<file path="src/rtl/branch_unit.sv">
// rtl/branch_unit.sv - branch resolution in EX, 2-bit counter predictor for IF, perf counters
// Resolution results are registered; the predictor lookup is combinational with no bypass.
module branch_unit #(
  parameter int DATA_W    = 32,
  parameter int PC_W      = 32,
  parameter int BHT_DEPTH = 64,
  parameter int CNT_W     = 16
) (
  input  logic              clk,
  input  logic              rst_n,
  input  logic [PC_W-1:0]   if_pc,
  output logic              if_pred_taken,
  input  logic              ex_valid,
  input  logic [PC_W-1:0]   ex_pc,
  input  logic [3:0]        ALUop,
  input  logic              branch,
  input  logic              jump,
  input  logic              ex_pred_taken,
  input  logic [DATA_W-1:0] RegoutA,
  input  logic [DATA_W-1:0] RegoutB,
  output logic              PCsrc,
  output logic              res_valid,
  output logic              mispredict,
  output logic [CNT_W-1:0]  branch_cnt,
  output logic [CNT_W-1:0]  mispred_cnt
);

  localparam int IDX_W = $clog2(BHT_DEPTH);

  logic [1:0]       bht [BHT_DEPTH];
  logic [IDX_W-1:0] if_idx;
  logic [IDX_W-1:0] ex_idx;
  logic             cond;
  logic             legal;
  logic             is_br;
  logic             is_jmp;
  logic             upd;
  logic             taken;
  logic             mis;
  logic [1:0]       cur_ctr;
  logic [1:0]       nxt_ctr;

  assign if_idx        = if_pc[IDX_W+1:2];
  assign ex_idx        = ex_pc[IDX_W+1:2];
  assign if_pred_taken = bht[if_idx][1];

  always_comb begin
    cond  = 1'b0;
    legal = 1'b1;
    case (ALUop)
      4'b0001: cond = ($signed(RegoutA) == $signed(RegoutB));
      4'b0110: cond = ($signed(RegoutA) != $signed(RegoutB));
      4'b0010: cond = !RegoutA[DATA_W-1];
      4'b0101: cond = RegoutA[DATA_W-1];
      4'b0011: cond = !RegoutA[DATA_W-1] && (RegoutA != '0);
      4'b0100: cond = RegoutA[DATA_W-1] || (RegoutA == '0);
      default: legal = 1'b0;
    endcase
  end

  always_comb begin
    is_br   = ex_valid & branch;
    is_jmp  = ex_valid & jump & ~branch;
    upd     = is_br & legal;
    taken   = is_br ? (legal & cond) : is_jmp;
    mis     = upd & (cond != ex_pred_taken);
    cur_ctr = bht[ex_idx];
    nxt_ctr = cur_ctr;
    if (cond) begin
      if (cur_ctr != 2'b11) nxt_ctr = cur_ctr + 2'b01;
    end else begin
      if (cur_ctr != 2'b00) nxt_ctr = cur_ctr - 2'b01;
    end
  end

  always_ff @(posedge clk) begin
    if (!rst_n) begin
      for (int i = 0; i < BHT_DEPTH; i++) bht[i] <= 2'b01;
      PCsrc       <= 1'b0;
      res_valid   <= 1'b0;
      mispredict  <= 1'b0;
      branch_cnt  <= '0;
      mispred_cnt <= '0;
    end else begin
      PCsrc      <= taken;
      res_valid  <= is_br | is_jmp;
      mispredict <= mis;
      if (upd) bht[ex_idx] <= nxt_ctr;
      if (upd && (branch_cnt != '1)) branch_cnt <= branch_cnt + CNT_W'(1);
      if (mis && (mispred_cnt != '1)) mispred_cnt <= mispred_cnt + CNT_W'(1);
    end
  end

endmodule

</file>
<file path="config.mk">
export PLATFORM = sky130hd
export DESIGN_NAME = branch_unit
export DESIGN_NICKNAME = d
export VERILOG_FILES = /design/src/rtl/branch_unit.sv
export SDC_FILE = /design/constraint.sdc
export NUM_CORES = 1
export LEC_CHECK = 0
export ABC_AREA = 0
export CAP_MARGIN = 20
export CELL_PAD_IN_SITES_DETAIL_PLACEMENT = 0
export CELL_PAD_IN_SITES_GLOBAL_PLACEMENT = 1
export CORE_UTILIZATION = 30
export DETAILED_ROUTE_END_ITERATION = 12
export PLACE_DENSITY_LB_ADDON = 0.12
export SLEW_MARGIN = 20
export SYNTH_ARGS = -nofsm -noshare
export SYNTH_HDL_FRONTEND = slang
export SYNTH_SLANG_ARGS = --single-unit
</file>
<file path="constraint.sdc">
create_clock -name clk -period 4.3 [get_ports clk]
set_clock_uncertainty 0.2 [all_clocks]
set_input_delay 0.86 -clock clk [delete_from_list [all_inputs] [get_ports clk]]
set_output_delay 0.86 -clock clk [all_outputs]
set_load 0.01 [all_outputs]
</file>
==> flow_metrics.tcl, run 1 <==
set metrics [dict create \
    cp-start-kind "input pin" \
    grt_pass1_vias 7194 \
    fp.dieArea_um2 31200 \
    synthArstFlopShare 0 \
    dp.cells 1382 \
    cts_made_buffers 17 \
    ys_seq_elements 163 \
    hold_viol 0 \
    crit_start "if_pc[3]" \
    outcome "completed" \
    critPathKind "input pin to primary output" \
    crit_required_ps 3240 \
    drc 0 \
    post_layout_nonfiller_instances 1415 \
    drt_iter0_markers 358 \
    io_buffers 121 \
    ys_seq_area_frac 0.497 \
    relSlewSlack 0.413 \
    cp_slowest_cell "mux4_2" \
    rsz0062_at_grt "no" \
    syn-instance-count 893 \
    max_stage_delay_ps 530 \
    overflow 0 \
    synth_fp_nets 1033 \
    r2r_slack_ps 880 \
    worstSkewPairLatency_ps 430 \
    syn-cell-area_um2 9150 \
    synth_top_cell_by_area "edfxtp_1" \
    hp-start "mispred_cnt[5]" \
    fin_crit_sh 0.982 \
    worstReg2RegStart "bht[23][1]" \
    crit_chain "clkdlybuf4s50_1 -> buf_12 -> mux4_2 -> mux4_2 -> mux4_2 -> dlygate4sd2_1" \
    crit_path_max_fanout 16 \
    grt_max_degree 73 \
    crit_buf_inv 3 \
    peakVddDrop_mv 0.230 \
    dp_hpwl_mm 19.3 \
    critPathArrivalTime_ps 3160 \
    syn_area_per_cell_um2 10.2 \
    dr_wl_met2_mm 13.3 \
    track_usage 0.182 \
    synth_common_cells "nand2_1 (170), edfxtp_1 (128), nor2_1 (95), nand3_1 (82), clkbuf_1 (49)" \
    synthDistinctLibCells 56 \
    drive_gt1_frac 0.142 \
    post_drt_via_cell_ratio 5.14 \
    cts_sinks 163 \
    yosys_warnings 0 \
    yosysMostFrequentCell "nand2_1" \
    fmax_mhz 237 \
    root_buffer "clkbuf_16" \
    clockBufferDepth 2 \
    final-setup-viol-count 0 \
    p_leak_nw 3.79 \
    synth_edf_count 128 \
    gp_congestion 0.801 \
    ant_nets 0 \
    top_layer "met4" \
    max-cap-violations 0 \
    synth_top_flop_cell "edfxtp_1" \
    diodes 0 \
    die_y_um 177 \
    drv_slew 0 \
    period_minus_slack_ps 4220 \
    worstMarginPinSlew_ps 880 \
    clk_pin_slew_ps 60 \
    areaGrowthSynthToFinish_pct 27.4 \
    worst_hold_slack_ps 282 \
    rows 63 \
    antenna_found_initial 0 \
    synth.top_cell.area_share 0.420 \
    cp_common_cell "mux4_2" \
    hold_buffers 0 \
    vias 7273 \
    first_pass_iters 4 \
    wl_met3_mm 1.12 \
    synthTopCellsByArea "edfxtp_1 (42%), mux4_2 (9.6%), dfxtp_1 (7.7%)" \
    initial_core_util 0.307 \
    crit_family "multiplexers" \
    coreArea_um2 29800 \
    finalPower_mw 3.82 \
    cellPowerDensity_nw_per_um2 327 \
    m1WireLength_mm 12.6 \
    hold_class "register to register" \
    end_kind "primary output" \
    cts_setup_buffers 0 \
    io_pins 174 \
    grt_pass1_wl_mm 42.4 \
    finalNetCount 1152 \
    cts_tree "built" \
    wl_per_cell_um 19.4 \
    die_w_um 177 \
    detail_route.wirelength_mm 27.4 \
    setup_tns_ps 0 \
    htreeDepth 4 \
]
[cell usage in the layout, fill, tap and decap left out, drive strengths merged, types with 3 or more instances in the layout]
master         Yosys  routed
nand2            170     170
edfxtp           128     128
clkdlybuf4s50      0     115
nor2              95      95
nand3             82      82
buf               28      59
mux4              39      39
xnor2             37      37
dfxtp             35      35
clkbuf            49      24
nor4              20      20
and3              19      19
nor3              19      19
nand4             18      18
mux2i             18      18
nand2b            17      17
a221oi            13      13
a21oi             13      13
inv                7      13
mux2               8       8
o21ai              8       8
xor2               7       7
nand3b             6       6
nor2b              5       5
o22ai              5       5
or4                4       4
or3                4       4
a31oi              3       3
o211a              3       3
a22oi              3       3
and2               3       3
clkinv             1       3
[layer usage]
layer	up-vias	GRT usage
met2	165	0.302
met3	25	0.0339
met1	3587	0.244
li1	3496	-
met4	0	0.0435
met5	-	0
[timing repair]
action / in CTS / in global routing
endpoints found under the setup margin: 1 / 0
hold endpoints to repair: 0 / 0
gates resized for setup: 4 / 0
[area by class of cell]
class / count / area, um^2
clock buffers: 24 / 537
multi-input cells: 645 / 4250
repair buffers: 177 / 1750
clock inverters: 8 / 58.8
flip-flops and latches: 163 / 4540
well taps: 390 / 488
inverters: 8 / 30.0
fillers: 2965 / 18100
[path summary, 6_finish.rpt]
check,to,depth (start not counted)
worst min register to register,mispred_cnt[5],2
worst min-delay path,mispred_cnt[5],2
worst max-delay path,if_pred_taken,6
worst max register to register,bht[44][0],10
[tightest hold or removal path: cells and delay by family, from the launching register on]
kind | cells | cell delay (ps)
AND/OR/NAND/NOR | 1 | 60
multiplexers | 1 | 50
flip-flops | 1 | 330
[state kept, by name (all words and copies together), names as in the netlist]
register / count
PCsrc: 1
bht: 128
branch_cnt: 16
mispred_cnt: 16
mispredict: 1
res_valid: 1
[per-stage QoR]
step                      utilization  area, um^2  setup slack, ps
after global routing            0.391       11700             15.7
after detailed placement        0.370       11000             -361
after floorplan                     -        9150              184
after CTS                       0.391       11700             73.9
after global placement          0.370       11000             -351
final                           0.391       11700             76.7
[cell families after synthesis]
| group | after synthesis | synth area share |
|---|---|---|
| simple gates | 472 | 0.240 |
| flops | 163 | 0.497 |
| buf+inv | 85 | 0.0420 |
| mux | 65 | 0.125 |
| compound gates | 62 | 0.0500 |
| xor+xnor | 44 | 0.0429 |
| fa+ha+maj | 2 | 0.00273 |
[report_power, final]
part | internal, mW | switching [mW] | total (mW)
registers | 1.72 | 0.0174 | 1.74
logic | 0.243 | 0.296 | 0.538
clock network | 0.887 | 0.656 | 1.54
Power figures use the tool's default switching activity.
==> run 2: changes to the inputs <==
Settings changed: PLACE_DENSITY_LB_ADDON 0.12 to 0.08.
==> run 2 against run 1 <==
Highest routed layer unchanged. Critical endpoint unchanged. Utilization about the same. Sequential cell count unchanged. Via count grew 0.98%.
==> flow_metrics.tcl, run 2 (synthesis results as in run 1) <==
set metrics [dict create \
    detail_route.wirelength_mm 27.9 \
    worst_r2r_endpoint "bht[45][0]" \
    worstHoldPathCells 2 \
    relSlewSlack 0.399 \
    placed_area_um2 11000 \
    clockBufferDepth 2 \
    critPathArrivalTime_ps 3170 \
    gp_congestion 0.778 \
    drt_iter0_markers 474 \
    post_drt_via_cell_ratio 5.16 \
    drc 0 \
    crit_required_ps 3240 \
    grt_pass1_vias 7321 \
    worstReg2RegStart "bht[22][1]" \
    dp_hpwl_mm 20.0 \
    ff2ff_path_depth 10 \
    max-cap-violations 0 \
    largest_register_ffs 128 \
    areaGrowthSynthToFinish_pct 27.4 \
    most-common-layout-cells "nand2_1 (170), edfxtp_1 (128), clkdlybuf4s50_1 (114), nor2_1 (95), nand3_1 (82)" \
    hold_path_end "mispred_cnt[5]" \
    drv_slew 0 \
    fmax_mhz 237 \
    ant_nets 0 \
    grt_max_degree 74 \
    design_area_um2 11700 \
    io_buffers 121 \
    setup_tns_ps 0 \
    layout_commonest_cell "nand2_1" \
    hp-start "mispred_cnt[5]" \
    hold_viol 0 \
    root_buffer "clkbuf_16" \
    cp-start-kind "input pin" \
    crit_path_max_fanout 8 \
    rsz0062_at_grt "no" \
    fin_crit_sh 0.983 \
    cts_tree "built" \
    clk_pin_slew_ps 60 \
    hold_class "register to register" \
    max_stage_delay_ps 510 \
    grt_pass1_wl_mm 43.3 \
    vias 7344 \
    cts_made_buffers 17 \
    track_usage 0.186 \
    rows 63 \
    outcome "completed" \
    die_w_um 177 \
    largest-register "bht" \
    die_y_um 177 \
    crit_chain "clkdlybuf4s15_2 -> bufbuf_16 -> mux4_2 -> mux4_2 -> mux4_2 -> dlygate4sd2_1" \
    r2r_slack_ps 950 \
    final-setup-viol-count 0 \
    cp_common_cell "mux4_2" \
    first_pass_iters 4 \
    overflow 0 \
    io_pins 174 \
    critPathKind "input pin to primary output" \
    cellPowerDensity_nw_per_um2 326 \
    wl_per_cell_um 19.6 \
    worstSkewPairLatency_ps 430 \
    peakVddDrop_mv 0.246 \
    finalNetCount 1161 \
    period_minus_slack_ps 4230 \
    multi_input_area_um2 4250 \
    worstMarginPinSlew_ps 902 \
    cp_slowest_cell "mux4_2" \
    cts_sinks 163 \
    regArea_um2 4540 \
    htreeDepth 4 \
    top_regs "bht: 128 flops, branch_cnt: 16 flops, mispred_cnt: 16 flops" \
    drive_gt1_frac 0.152 \
    fp.dieArea_um2 31200 \
    nFillCells 2948 \
    hold_buffers 0 \
    coreArea_um2 29800 \
    p_leak_nw 3.81 \
    antenna_found_initial 0 \
    end_kind "primary output" \
    initial_core_util 0.307 \
    diodes 0 \
]
==> run 2: cell count changes in the layout (fill, tap and decap cells not counted), moves of 2 or more <==
cell and change:
buf_6 +2, buf_4 +9, clkbuf_16 -4, clkbuf_1 -2, inv_4 -3, inv_8 +2
inv_6 +4, buf_12 -3
==> run 2: timing repair <==
action,in CTS,in global routing
gates resized for setup,7,0
endpoints found under the setup margin,1,0
setup buffers,2,0
==> run 2: how the worst max path moves through the flow <==
stage	start	endpoint	slack, ps	cells past startpoint
finish	if_pc[2]	if_pred_taken	70	6
detailed placement	if_pc[2]	if_pred_taken	-380	6
floorplan	if_pc[2]	if_pred_taken	180	5
global route	if_pc[2]	if_pred_taken	30	6
CTS	if_pc[2]	if_pred_taken	70	6
global placement	if_pc[2]	if_pred_taken	-360	6
==> run 2: report_power, final <==
group | internal (mW) | switching (mW) | leakage [nW]
Sequential | 1.72 | 0.0184 | 1.39
Combinational | 0.247 | 0.300 | 2.14
Clock | 0.819 | 0.705 | 0.281
==> run 2: final cells by class <==
class / instances / share of cell area
Timing Repair Buffer: 186 / 0.153
Multi-Input combinational cell: 645 / 0.364
Sequential cell: 163 / 0.390
Tap cell: 390 / 0.0418
Inverter: 8 / 0.00257
Clock inverter: 14 / 0.0120
Clock buffer: 18 / 0.0368
==> run 2: worst max-delay path: cells and delay by family <==
kind                   cells  cell delay, ps
muxes                      3            1470
buffers and inverters      3             820
==> run 2: metal layers <==
layer	GRT usage	share of wire	vias up
li1	-	-	3521
met1	0.250	0.46	3596
met2	0.308	0.48	196
met3	0.0299	0.045	31
met4	0.0503	0.016	0
met5	0	0	-
==> run 2: through the flow <==
stage	utilization	std cells	setup WS (ps)	hold slack, ps	power [mW]
2_1_floorplan	-	893	184	294	2.06
3_3_place_gp	0.370	1388	-357	273	2.32
3_5_place_dp	0.370	1388	-376	274	2.32
4_1_cts	0.391	1424	69.7	286	3.85
5_1_grt	0.391	1424	33.2	313	3.94
6_report	0.391	1424	73.0	288	3.81
==> run 3: changes to the inputs <==
Settings changed: CTS_CLUSTER_DIAMETER set to 60.
==> results of run 3 <==
The final DEF is identical to that of run 2; final timing and power are the same.
==> patch: new RTL, config.mk and constraints of run 3 <==
`CNT_W`: 16 -> 20.
--- a/src/rtl/branch_unit.sv
+++ b/src/rtl/branch_unit.sv
@@ -5,5 +5,5 @@
   parameter int PC_W      = 32,
   parameter int BHT_DEPTH = 64,
-  parameter int CNT_W     = 16
+  parameter int CNT_W     = 20
 ) (
   input  logic              clk,
Interface: changed (resized branch_cnt and mispred_cnt); port bits go from 174 to 182. No check against the original RTL was run, so the function may have changed too.
==> patch against run 3 <==
Global-route usage is 0.26 points higher; final area is 3.8% higher; total power is 4.6% higher; first-iteration DRC count is 7.8% higher; wire length is 6.0% higher; synthesized cell count is 4.7% higher; critical path type unchanged; sequential cell count is 8 higher; setup slack better by 0.012 ns; synthesized area is 3.5% higher.
==> patch: results <==
set metrics [dict create \
    ff2ff_path_depth 8 \
    pre_cts_ws_ns -0.374 \
    finalPower_mw 3.98 \
    multi_input_gates 683 \
    grt_max_degree 50 \
    r2r-start "bht[63][0]$_SDFFCE_PN1P_" \
    outcome "complete, no violations" \
    ys_top_cells_by_count "nand2_1 (161), edfxtp_1 (128), nor2_1 (104), nand3_1 (86), dfxtp_1 (43)" \
    multi_input_area_share_pct 36.4 \
    synth_nets 1075 \
    dp_cells 1445 \
    worstMarginPinSlew_ns 0.732 \
    signal_buffers 185 \
    drive_gt1_share_pct 13.9 \
    period_share_pct 98.0 \
    holdWs_ns 0.306 \
    met3_usage_pct 3.63 \
    p_int_mw 2.88 \
    clk_share_pct 5.11 \
    n_clock_buffer 19 \
    r2r_slack_ns 1.17 \
    drtIter0Drc 511 \
    inverters_excl_clock 11 \
    whs_endpoint "mispred_cnt[12]$_SDFFE_PN0P_" \
    worstPathArrival_ns 3.16 \
    met2_usage_pct 30.7 \
]
==> patch: cell count changes after synthesis, moves of 7 or more <==
cell / run 3 / this run
and3_1: 19 / 12
mux4_2: 39 / 29
nand2_1: 170 / 161
nor3_1: 19 / 10
o31ai_1: 2 / 9
nor2_1: 95 / 104
a21oi_1: 11 / 18
clkbuf_1: 49 / 37
dfxtp_1: 35 / 43
a22oi_1: 3 / 14
o21ai_0: 7 / 17
==> patch: logic make-up (layout without fill, tap and decap cells) <==
| logic type | after synthesis | in the layout | synth area share [%] |
|---|---|---|---|
| buf+inv | 81 | 228 | 4.15 |
| compound gates | 99 | 99 | 7.34 |
| flops | 171 | 171 | 49.7 |
| fa+ha+maj | 4 | 4 | 0.489 |
| mux | 64 | 64 | 10.8 |
| xor+xnor | 49 | 49 | 4.53 |
| simple gates | 467 | 467 | 23.1 |
